===== config.mk =====
export PLATFORM = sky130hd
export DESIGN_NAME = fft_peak_detect
export DESIGN_NICKNAME = d
export VERILOG_FILES = /design/src/rtl/fft_peak_detect_pkg.sv /design/src/rtl/fft_cmag_sq.sv /design/src/rtl/fft_peak_detect.sv
export SDC_FILE = /design/constraint.sdc
export NUM_CORES = 2
export LEC_CHECK = 0
export CAP_MARGIN = 20
export CORE_UTILIZATION = 45
export CTS_CLUSTER_DIAMETER = 100
export DETAILED_ROUTE_END_ITERATION = 16
export PLACE_DENSITY = 0.65
export SLEW_MARGIN = 20
export SYNTH_ARGS = -nofsm -noshare
export SYNTH_HDL_FRONTEND = slang
export SYNTH_SLANG_ARGS = --single-unit

===== constraint.sdc =====
create_clock -name clk -period 8.1 [get_ports clk]
set_input_delay 1.62 -clock clk [delete_from_list [all_inputs] [get_ports clk]]
set_output_delay 1.62 -clock clk [all_outputs]
set_load 0.01 [all_outputs]

===== src/rtl/fft_peak_detect_pkg.sv =====
// Shared definitions for the FFT peak detector: default sizes, FSM states and the
// per-bin tag that travels alongside the power pipeline.
package fft_peak_detect_pkg;

  localparam int unsigned NPtsDefault  = 1024;
  localparam int unsigned Log2NDefault = 10;
  localparam int unsigned DwDefault    = 16;

  typedef enum logic [0:0] {
    StIdle,
    StRun
  } state_e;

  // Frame position flags carried with each accepted bin.
  typedef struct packed {
    logic first;
    logic last;
    logic search;
  } bin_tag_t;

endpackage


===== src/rtl/fft_cmag_sq.sv =====
// Two-stage registered |X|^2 = re^2 + im^2 pipeline with valid, bin index and tag
// sideband delayed to match.
module fft_cmag_sq
  import fft_peak_detect_pkg::*;
#(
  parameter int unsigned DW = DwDefault,
  parameter int unsigned BW = Log2NDefault
) (
  input  logic                 clk_i,
  input  logic                 rst_i,
  input  logic                 valid_i,
  input  logic signed [DW-1:0] re_i,
  input  logic signed [DW-1:0] im_i,
  input  logic [BW-1:0]        bin_i,
  input  bin_tag_t             tag_i,
  output logic                 valid_o,
  output logic [2*DW-1:0]      pow_o,
  output logic [BW-1:0]        bin_o,
  output bin_tag_t             tag_o
);

  // A square of a DW-bit signed value never exceeds 2^(2*DW-2), so 2*DW-1 bits are exact.
  logic signed [2*DW-2:0] re_ext, im_ext;
  logic [2*DW-2:0]        re_sq_d, re_sq_q, im_sq_d, im_sq_q;
  logic                   valid1_q;
  logic [BW-1:0]          bin1_q;
  bin_tag_t               tag1_q;
  logic [2*DW-1:0]        pow_d, pow_q;
  logic                   valid2_q;
  logic [BW-1:0]          bin2_q;
  bin_tag_t               tag2_q;

  always_comb begin
    re_ext  = {{(DW-1){re_i[DW-1]}}, re_i};
    im_ext  = {{(DW-1){im_i[DW-1]}}, im_i};
    re_sq_d = re_ext * re_ext;
    im_sq_d = im_ext * im_ext;
    pow_d   = {1'b0, re_sq_q} + {1'b0, im_sq_q};
  end

  always_ff @(posedge clk_i) begin
    if (rst_i) begin
      re_sq_q  <= '0;
      im_sq_q  <= '0;
      valid1_q <= 1'b0;
      bin1_q   <= '0;
      tag1_q   <= '0;
      pow_q    <= '0;
      valid2_q <= 1'b0;
      bin2_q   <= '0;
      tag2_q   <= '0;
    end else begin
      re_sq_q  <= re_sq_d;
      im_sq_q  <= im_sq_d;
      valid1_q <= valid_i;
      bin1_q   <= bin_i;
      tag1_q   <= tag_i;
      pow_q    <= pow_d;
      valid2_q <= valid1_q;
      bin2_q   <= bin1_q;
      tag2_q   <= tag1_q;
    end
  end

  assign valid_o = valid2_q;
  assign pow_o   = pow_q;
  assign bin_o   = bin2_q;
  assign tag_o   = tag2_q;

endmodule


===== src/rtl/fft_peak_detect.sv =====
// Per-bin power stream and per-frame peak search over an FFT bin stream.
// Define HALF_SPECTRUM_EN to restrict the peak search to bins 0..N_PTS/2-1.
module fft_peak_detect
  import fft_peak_detect_pkg::*;
#(
  parameter int unsigned N_PTS = NPtsDefault,
  parameter int unsigned LOG2N = Log2NDefault,
  parameter int unsigned DW    = DwDefault
) (
  input  logic                 clk,
  input  logic                 rst,
  input  logic                 fft_valid,
  input  logic                 fft_sof,
  input  logic signed [DW-1:0] Xb_re,
  input  logic signed [DW-1:0] Xb_im,
  output logic                 pow_valid,
  output logic [2*DW-1:0]      pow_out,
  output logic [LOG2N-1:0]     pow_bin,
  output logic                 peak_valid,
  output logic [LOG2N-1:0]     peak_bin,
  output logic [2*DW-1:0]      peak_pow,
  output logic                 frame_err
);

  localparam logic [LOG2N-1:0] LastBin = LOG2N'(N_PTS - 1);
`ifdef HALF_SPECTRUM_EN
  localparam logic [LOG2N-1:0] HalfBin = LOG2N'(N_PTS / 2);
`endif

  state_e                 state_d, state_q;
  logic [LOG2N-1:0]       bin_d, bin_q;

  logic                   accept;
  logic [LOG2N-1:0]       acc_bin;
  bin_tag_t               acc_tag;
  logic                   abort;

  logic                   samp_valid_q;
  logic signed [DW-1:0]   samp_re_q, samp_im_q;
  logic [LOG2N-1:0]       samp_bin_q;
  bin_tag_t               samp_tag_q;
  logic                   frame_err_q;

  logic                   p_valid;
  logic [2*DW-1:0]        p_pow;
  logic [LOG2N-1:0]       p_bin;
  bin_tag_t               p_tag;

  logic [2*DW-1:0]        run_pow_d, run_pow_q, peak_pow_d, peak_pow_q;
  logic [LOG2N-1:0]       run_bin_d, run_bin_q, peak_bin_d, peak_bin_q;
  logic                   peak_valid_d, peak_valid_q;

  always_ff @(posedge clk) begin
    if (rst) begin
      state_q <= StIdle;
      bin_q   <= '0;
    end else begin
      state_q <= state_d;
      bin_q   <= bin_d;
    end
  end

  // bin_q holds the index the next non-sof sample will take.
  always_comb begin
    state_d = state_q;
    bin_d   = bin_q;
    unique case (state_q)
      StIdle: begin
        if (fft_valid && fft_sof) begin
          state_d = StRun;
          bin_d   = LOG2N'(1);
        end
      end
      StRun: begin
        if (fft_valid) begin
          if (fft_sof) begin
            bin_d = LOG2N'(1);
          end else if (bin_q == LastBin) begin
            state_d = StIdle;
            bin_d   = '0;
          end else begin
            bin_d = bin_q + 1'b1;
          end
        end
      end
      default: state_d = StIdle;
    endcase
  end

  always_comb begin
    accept  = 1'b0;
    abort   = 1'b0;
    acc_bin = bin_q;
    unique case (state_q)
      StIdle: begin
        if (fft_valid && fft_sof) begin
          accept  = 1'b1;
          acc_bin = '0;
        end
      end
      StRun: begin
        if (fft_valid) begin
          accept = 1'b1;
          if (fft_sof) begin
            abort   = 1'b1;
            acc_bin = '0;
          end
        end
      end
      default: ;
    endcase
    acc_tag.first = (acc_bin == '0);
    acc_tag.last  = (acc_bin == LastBin);
`ifdef HALF_SPECTRUM_EN
    acc_tag.search = (acc_bin < HalfBin);
`else
    acc_tag.search = 1'b1;
`endif
  end

  always_ff @(posedge clk) begin
    if (rst) begin
      samp_valid_q <= 1'b0;
      samp_re_q    <= '0;
      samp_im_q    <= '0;
      samp_bin_q   <= '0;
      samp_tag_q   <= '0;
      frame_err_q  <= 1'b0;
    end else begin
      samp_valid_q <= accept;
      samp_re_q    <= Xb_re;
      samp_im_q    <= Xb_im;
      samp_bin_q   <= acc_bin;
      samp_tag_q   <= acc_tag;
      frame_err_q  <= abort;
    end
  end

  fft_cmag_sq #(
    .DW (DW),
    .BW (LOG2N)
  ) u_cmag_sq (
    .clk_i   (clk),
    .rst_i   (rst),
    .valid_i (samp_valid_q),
    .re_i    (samp_re_q),
    .im_i    (samp_im_q),
    .bin_i   (samp_bin_q),
    .tag_i   (samp_tag_q),
    .valid_o (p_valid),
    .pow_o   (p_pow),
    .bin_o   (p_bin),
    .tag_o   (p_tag)
  );

  // Bin 0 reloads the running max, which also discards any aborted frame's max.
  always_comb begin
    run_pow_d    = run_pow_q;
    run_bin_d    = run_bin_q;
    peak_valid_d = 1'b0;
    peak_pow_d   = peak_pow_q;
    peak_bin_d   = peak_bin_q;
    if (p_valid) begin
      if (p_tag.first) begin
        run_pow_d = p_pow;
        run_bin_d = p_bin;
      end else if (p_tag.search && (p_pow > run_pow_q)) begin
        run_pow_d = p_pow;
        run_bin_d = p_bin;
      end
      if (p_tag.last) begin
        peak_valid_d = 1'b1;
        peak_pow_d   = run_pow_d;
        peak_bin_d   = run_bin_d;
      end
    end
  end

  always_ff @(posedge clk) begin
    if (rst) begin
      run_pow_q    <= '0;
      run_bin_q    <= '0;
      peak_valid_q <= 1'b0;
      peak_pow_q   <= '0;
      peak_bin_q   <= '0;
    end else begin
      run_pow_q    <= run_pow_d;
      run_bin_q    <= run_bin_d;
      peak_valid_q <= peak_valid_d;
      peak_pow_q   <= peak_pow_d;
      peak_bin_q   <= peak_bin_d;
    end
  end

  assign pow_valid  = p_valid;
  assign pow_out    = p_pow;
  assign pow_bin    = p_bin;
  assign peak_valid = peak_valid_q;
  assign peak_bin   = peak_bin_q;
  assign peak_pow   = peak_pow_q;
  assign frame_err  = frame_err_q;

endmodule


==> results.txt <==
----------------------------------------------------
[Pwr]
  Leakage ... between 10 and 15 nW
  Peak ir drop on the vdd network ... 0.196 mV
  Total power density per cell area ... around 220 nW/um2

[Routing]
  Wire per inst ... roughly 16 um
  DRT Pass-1 Iters ... 7
  Residual DRC ... 0
  Initial detailed-routing violation count ... 1048
  Via count ... 19400
  Final WL ... 59900 um
  Antenna Nets Post-Route ... 0
  Number of vias per cell after detailed routing ... between 5 and 6

[Place]
  Detailed placement HPWL ... between 40000 and 50000 um
  Placed Area ... around 30000 um2
  Count of buffers inserted at the top-level ports ... between 100 and 150
  Final RePlAce weighted congestion ... 0.886

[Timing]
  Pins Over Slew Limit ... 0
  Setup repair after global routing missed its margin ... no
  Post-layout min period ... roughly 7.0 ns
  Achievable clock frequency ... between 100 and 150 MHz
  Total Neg Setup Slack ... 0 ns
  Setup violators final ... 0
  Final period util ... 85.9%
  Hold slack final ... 0.435 ns
  Clock tree skew after final layout ... ~0.016 ns
  Final-report hold violation count ... 0
  Pin slew with the least headroom to its limit ... approximately 0.87 ns
  Worst relative slew slack ... between 40% and 50%

[Global route]
  Via count of the first global-routing pass ... about 21000
  Global-route wire length before repair ... a little over 100000 um
  Number of antenna violations at the first check in global routing ... 1
  Overall overflow remaining after global route ... 0
  Overall fraction of global-route tracks in use ... 19.9%
  Maximum number of pins on one net before global-route repair ... 87

[Clocking]
  CTS tree ... yes
  Clock Pin Slew Worst Setup and Hold Paths ... ~0.07 ns
  Clock insertion delay at the later pin of the skew report ... approximately 0.57 ns
  Root Buffer ... clkbuf_16
  Resize count post-CTS ... 0
  Post-CTS setup buffer count ... 0
  Sinks on the clock net ... roughly 260
  Clock Tree Buf Depth ... 3
  CTS H-Tree Depth ... 1
  TritonCTS Buffers ... 29
  Total of hold buffers inserted after clock tree synthesis ... 0

[Worst setup path]
  Critical Setup Path Class ... reg2reg
  RR Endpoint ... u_cmag_sq.im_sq_q[29]
  Maximum fanout along the worst path ... 16
  Startpoint type of the worst setup path ... flip-flop
  Gate family responsible for the most delay along the worst path ... adder cells
  CP max stage cell ... fa_1
  Cell-by-cell trace of the critical path ... inv_1 > nor2_1 > fa_1 > fa_1 > fa_1 > fa_1 > fa_1 > inv_1 > fa_1 > inv_1 > ha_1 > a21o_1 > a21oi_1 > o21bai_1 > or3_1 > o21ai_1 > o21ai_0 > xnor2_1 > nor2_1
  Endpoint kind of the worst setup timing path ... flip-flop
  Internal reg-to-reg setup slack ... between 1 and 1.5 ns
  Critical Path AT ... 7.39 ns
  Crit path buf inv count ... 3
  Required @ worst endpoint ... ~8.5 ns
  Most prevalent standard cell on the critical path ... fa_1
  Delay of the slowest cell on the worst path ... 0.81 ns
  Worst Reg-to-Reg Cells ... 19
  Worst reg2reg path startpoint ... samp_im_q[15]

[Floorplanning]
  Die area ... 62300 um2
  Top-level port count ... ~120
  Initial Util ... between 40% and 50%
  Cell row count ... 90
  Die extent in y ... around 250 um
  Core footprint ... 60500 um2
  Overall die width ... 250 um

[Synthesis]
  Synthesized Nets ... between 3000 and 4000
  Number of register bits inferred by synthesis ... 263
  Syn Inst Count ... 2955
  Netlist area before placement ... 27600 um2
  Cell type with the largest total area after synthesis ... fa_1
  Share of flip-flops with an asynchronous set or reset ... 0%
  Number of warnings printed during yosys synthesis ... 0
  Distinct cell type count of the synthesized netlist ... 75
  Top cells by area, synth ... fa_1 (33%), dfxtp_1 (19%), ha_1 (11%)
  Primary FF master, synth ... dfxtp_1
  Count of flip-flops with a built-in enable after synthesis ... 0
  Average footprint of a synthesized cell ... just over 9 um2
  Synth top area share ... around a third
  Part of the Yosys area used for sequential elements ... 19.1%

[Finish]
  Nets@finish ... ~3800
  Antenna diode count ... 0
  Filler Cell Count ... approximately 5500
  Final std cell area, no fill ... about 30000 um2
  Area growth from synthesis to layout ... 10.6%
  Share of post-route cells with drive strength above 1 ... 3.08%

[Min path]
  Terminating pin of the worst hold path ... u_cmag_sq.bin_o[4]
  Class of the tightest hold or removal check ... reg2reg
  Hold wc startpoint ... u_cmag_sq.bin1_q[4]
  Hold path depth ... 1

[Outcome]
  Outcome ... complete, no violations

[Run]
  Count of max-cap constraint violations ... 0

----------------------------------------------------
==> cells in the final DEF, fill, tap and decap left out, drive strengths merged, types with 5 or more instances in the layout <==
cell type,synthesis,final
nand4,14,14
nand2,183,183
o21a,14,14
a21o,40,40
a21oi,105,105
and3,12,12
clkdlybuf4s50,0,121
a211oi,17,17
buf,13,15
a31oi,15,15
clkinv,2,7
o21ai,105,105
nor2,223,223
fa,460,460
xnor2,66,66
ha,234,234
clkbuf,78,34
o31ai,6,6
clkinvlp,0,5
nor2b,81,81
o211ai,6,6
o21bai,10,10
mux2i,84,84
nand3,22,22
inv,683,689
nor3,31,31
and2,77,77
nand2b,12,12
dfxtp,263,263
xor2,32,32
==> logic make-up after synthesis <==
family | count (synthesis) | synth area share (%)
and+or+nand+nor | 684 | 11.8
xor gates and xnor gates | 98 | 3.11
AOI/OAI and AO/OA | 352 | 8.03
buffers and inverters | 776 | 10.8
muxes | 88 | 3.21
DFF | 263 | 19.1
adders and majority gates | 694 | 44.0
==> per-stage QoR <==
step | setup slack [ns] | power (W) | std cells | utilization (%)
after detailed placement | 1.20 | 0.00521 | 3782 | 48.8
after CTS | 1.19 | 0.00664 | 3836 | 50.5
after floorplan | 1.93 | 0.00430 | 2955 | -
after global routing | 0.711 | 0.00718 | 3836 | 50.5
final | 1.14 | 0.00657 | 3836 | 50.5
after global placement | 1.40 | 0.00512 | 3782 | 48.8
==> metal layers <==
layer / part of all wire (%) / wire (um) / track usage, %
met1: 43 / 25800 / 25.2
met2: 50 / 30200 / 35.8
met3: 3.6 / 2130 / 1.81
met4: 2.9 / 1720 / 5.93
met5: 0 / 0 / 0
==> cells in the mapped netlist (3+ instances only) <==
library cell	number
a221o_1	3
or2_2	4
clkbuf_1	78
or3_1	3
nand2_1	183
dfxtp_1	263
a31o_2	4
nor2_1	223
o211ai_1	6
inv_1	683
nand3_1	22
a21o_1	40
and2_1	77
o31ai_1	4
and4_1	4
o21bai_1	10
a211oi_1	15
buf_1	5
mux2i_1	84
a21oi_1	103
nor3b_1	3
o21ai_1	6
xor2_1	32
nor2b_1	80
and3_1	11
or4_1	3
o21ai_0	99
nand4_1	14
o21a_1	14
fa_1	460
nor3_1	31
ha_1	234
a31oi_1	15
nor4_1	4
nand2b_1	12
buf_8	4
buf_6	4
xnor2_1	66
mux2_2	3
==> sequential cells by signal (all words and copies together), names as in the netlist <==
signal              count
run_bin_q              10
samp_valid_q            1
u_cmag_sq.im_sq_q      30
samp_bin_q             10
u_cmag_sq.bin_o        10
peak_pow               32
u_cmag_sq.pow_o        32
run_pow_q              32
state_q                 1
samp_im_q              16
u_cmag_sq.re_sq_q      30
u_cmag_sq.bin1_q       10
frame_err               1
u_cmag_sq.tag_o         3
u_cmag_sq.valid_o       1
peak_valid              1
peak_bin               10
u_cmag_sq.valid1_q      1
samp_re_q              16
u_cmag_sq.tag1_q        3
bin_q                  10
samp_tag_q              3
==> area by class of cell <==
| cell class | instances | area [um2] | area share (%) |
|---|---|---|---|
| flip-flops and latches | 263 | 5270 | 17.3 |
| repair buffers | 136 | 1330 | 4.35 |
| clock buffers | 34 | 774 | 2.54 |
| clock inverters | 20 | 250 | 0.820 |
| well taps | 782 | 978 | 3.21 |
| inverters | 685 | 2570 | 8.43 |
| multi-input cells | 1916 | 19400 | 63.4 |
==> worst max path at each step <==
stage | end | from | depth (start not counted) | slack (ns)
6_report | u_cmag_sq.im_sq_q[29] | samp_im_q[15] | 19 | 1.14
4_1_cts | u_cmag_sq.im_sq_q[29] | samp_im_q[15] | 19 | 1.19
5_1_grt | u_cmag_sq.im_sq_q[29] | samp_im_q[15] | 19 | 0.71
3_5_place_dp | u_cmag_sq.im_sq_q[29] | samp_im_q[15] | 19 | 1.20
2_1_floorplan | u_cmag_sq.im_sq_q[29] | samp_im_q[4] | 21 | 1.93
3_3_place_gp | u_cmag_sq.im_sq_q[29] | samp_im_q[15] | 19 | 1.40
==> report_power, final <==
group | switching, W | internal, W | total (W)
clock | 0.000565 | 0.000823 | 0.00139
combinational | 0.00200 | 0.00156 | 0.00356
sequential | 0.000161 | 0.00147 | 0.00163
Power figures use the tool's default switching activity.
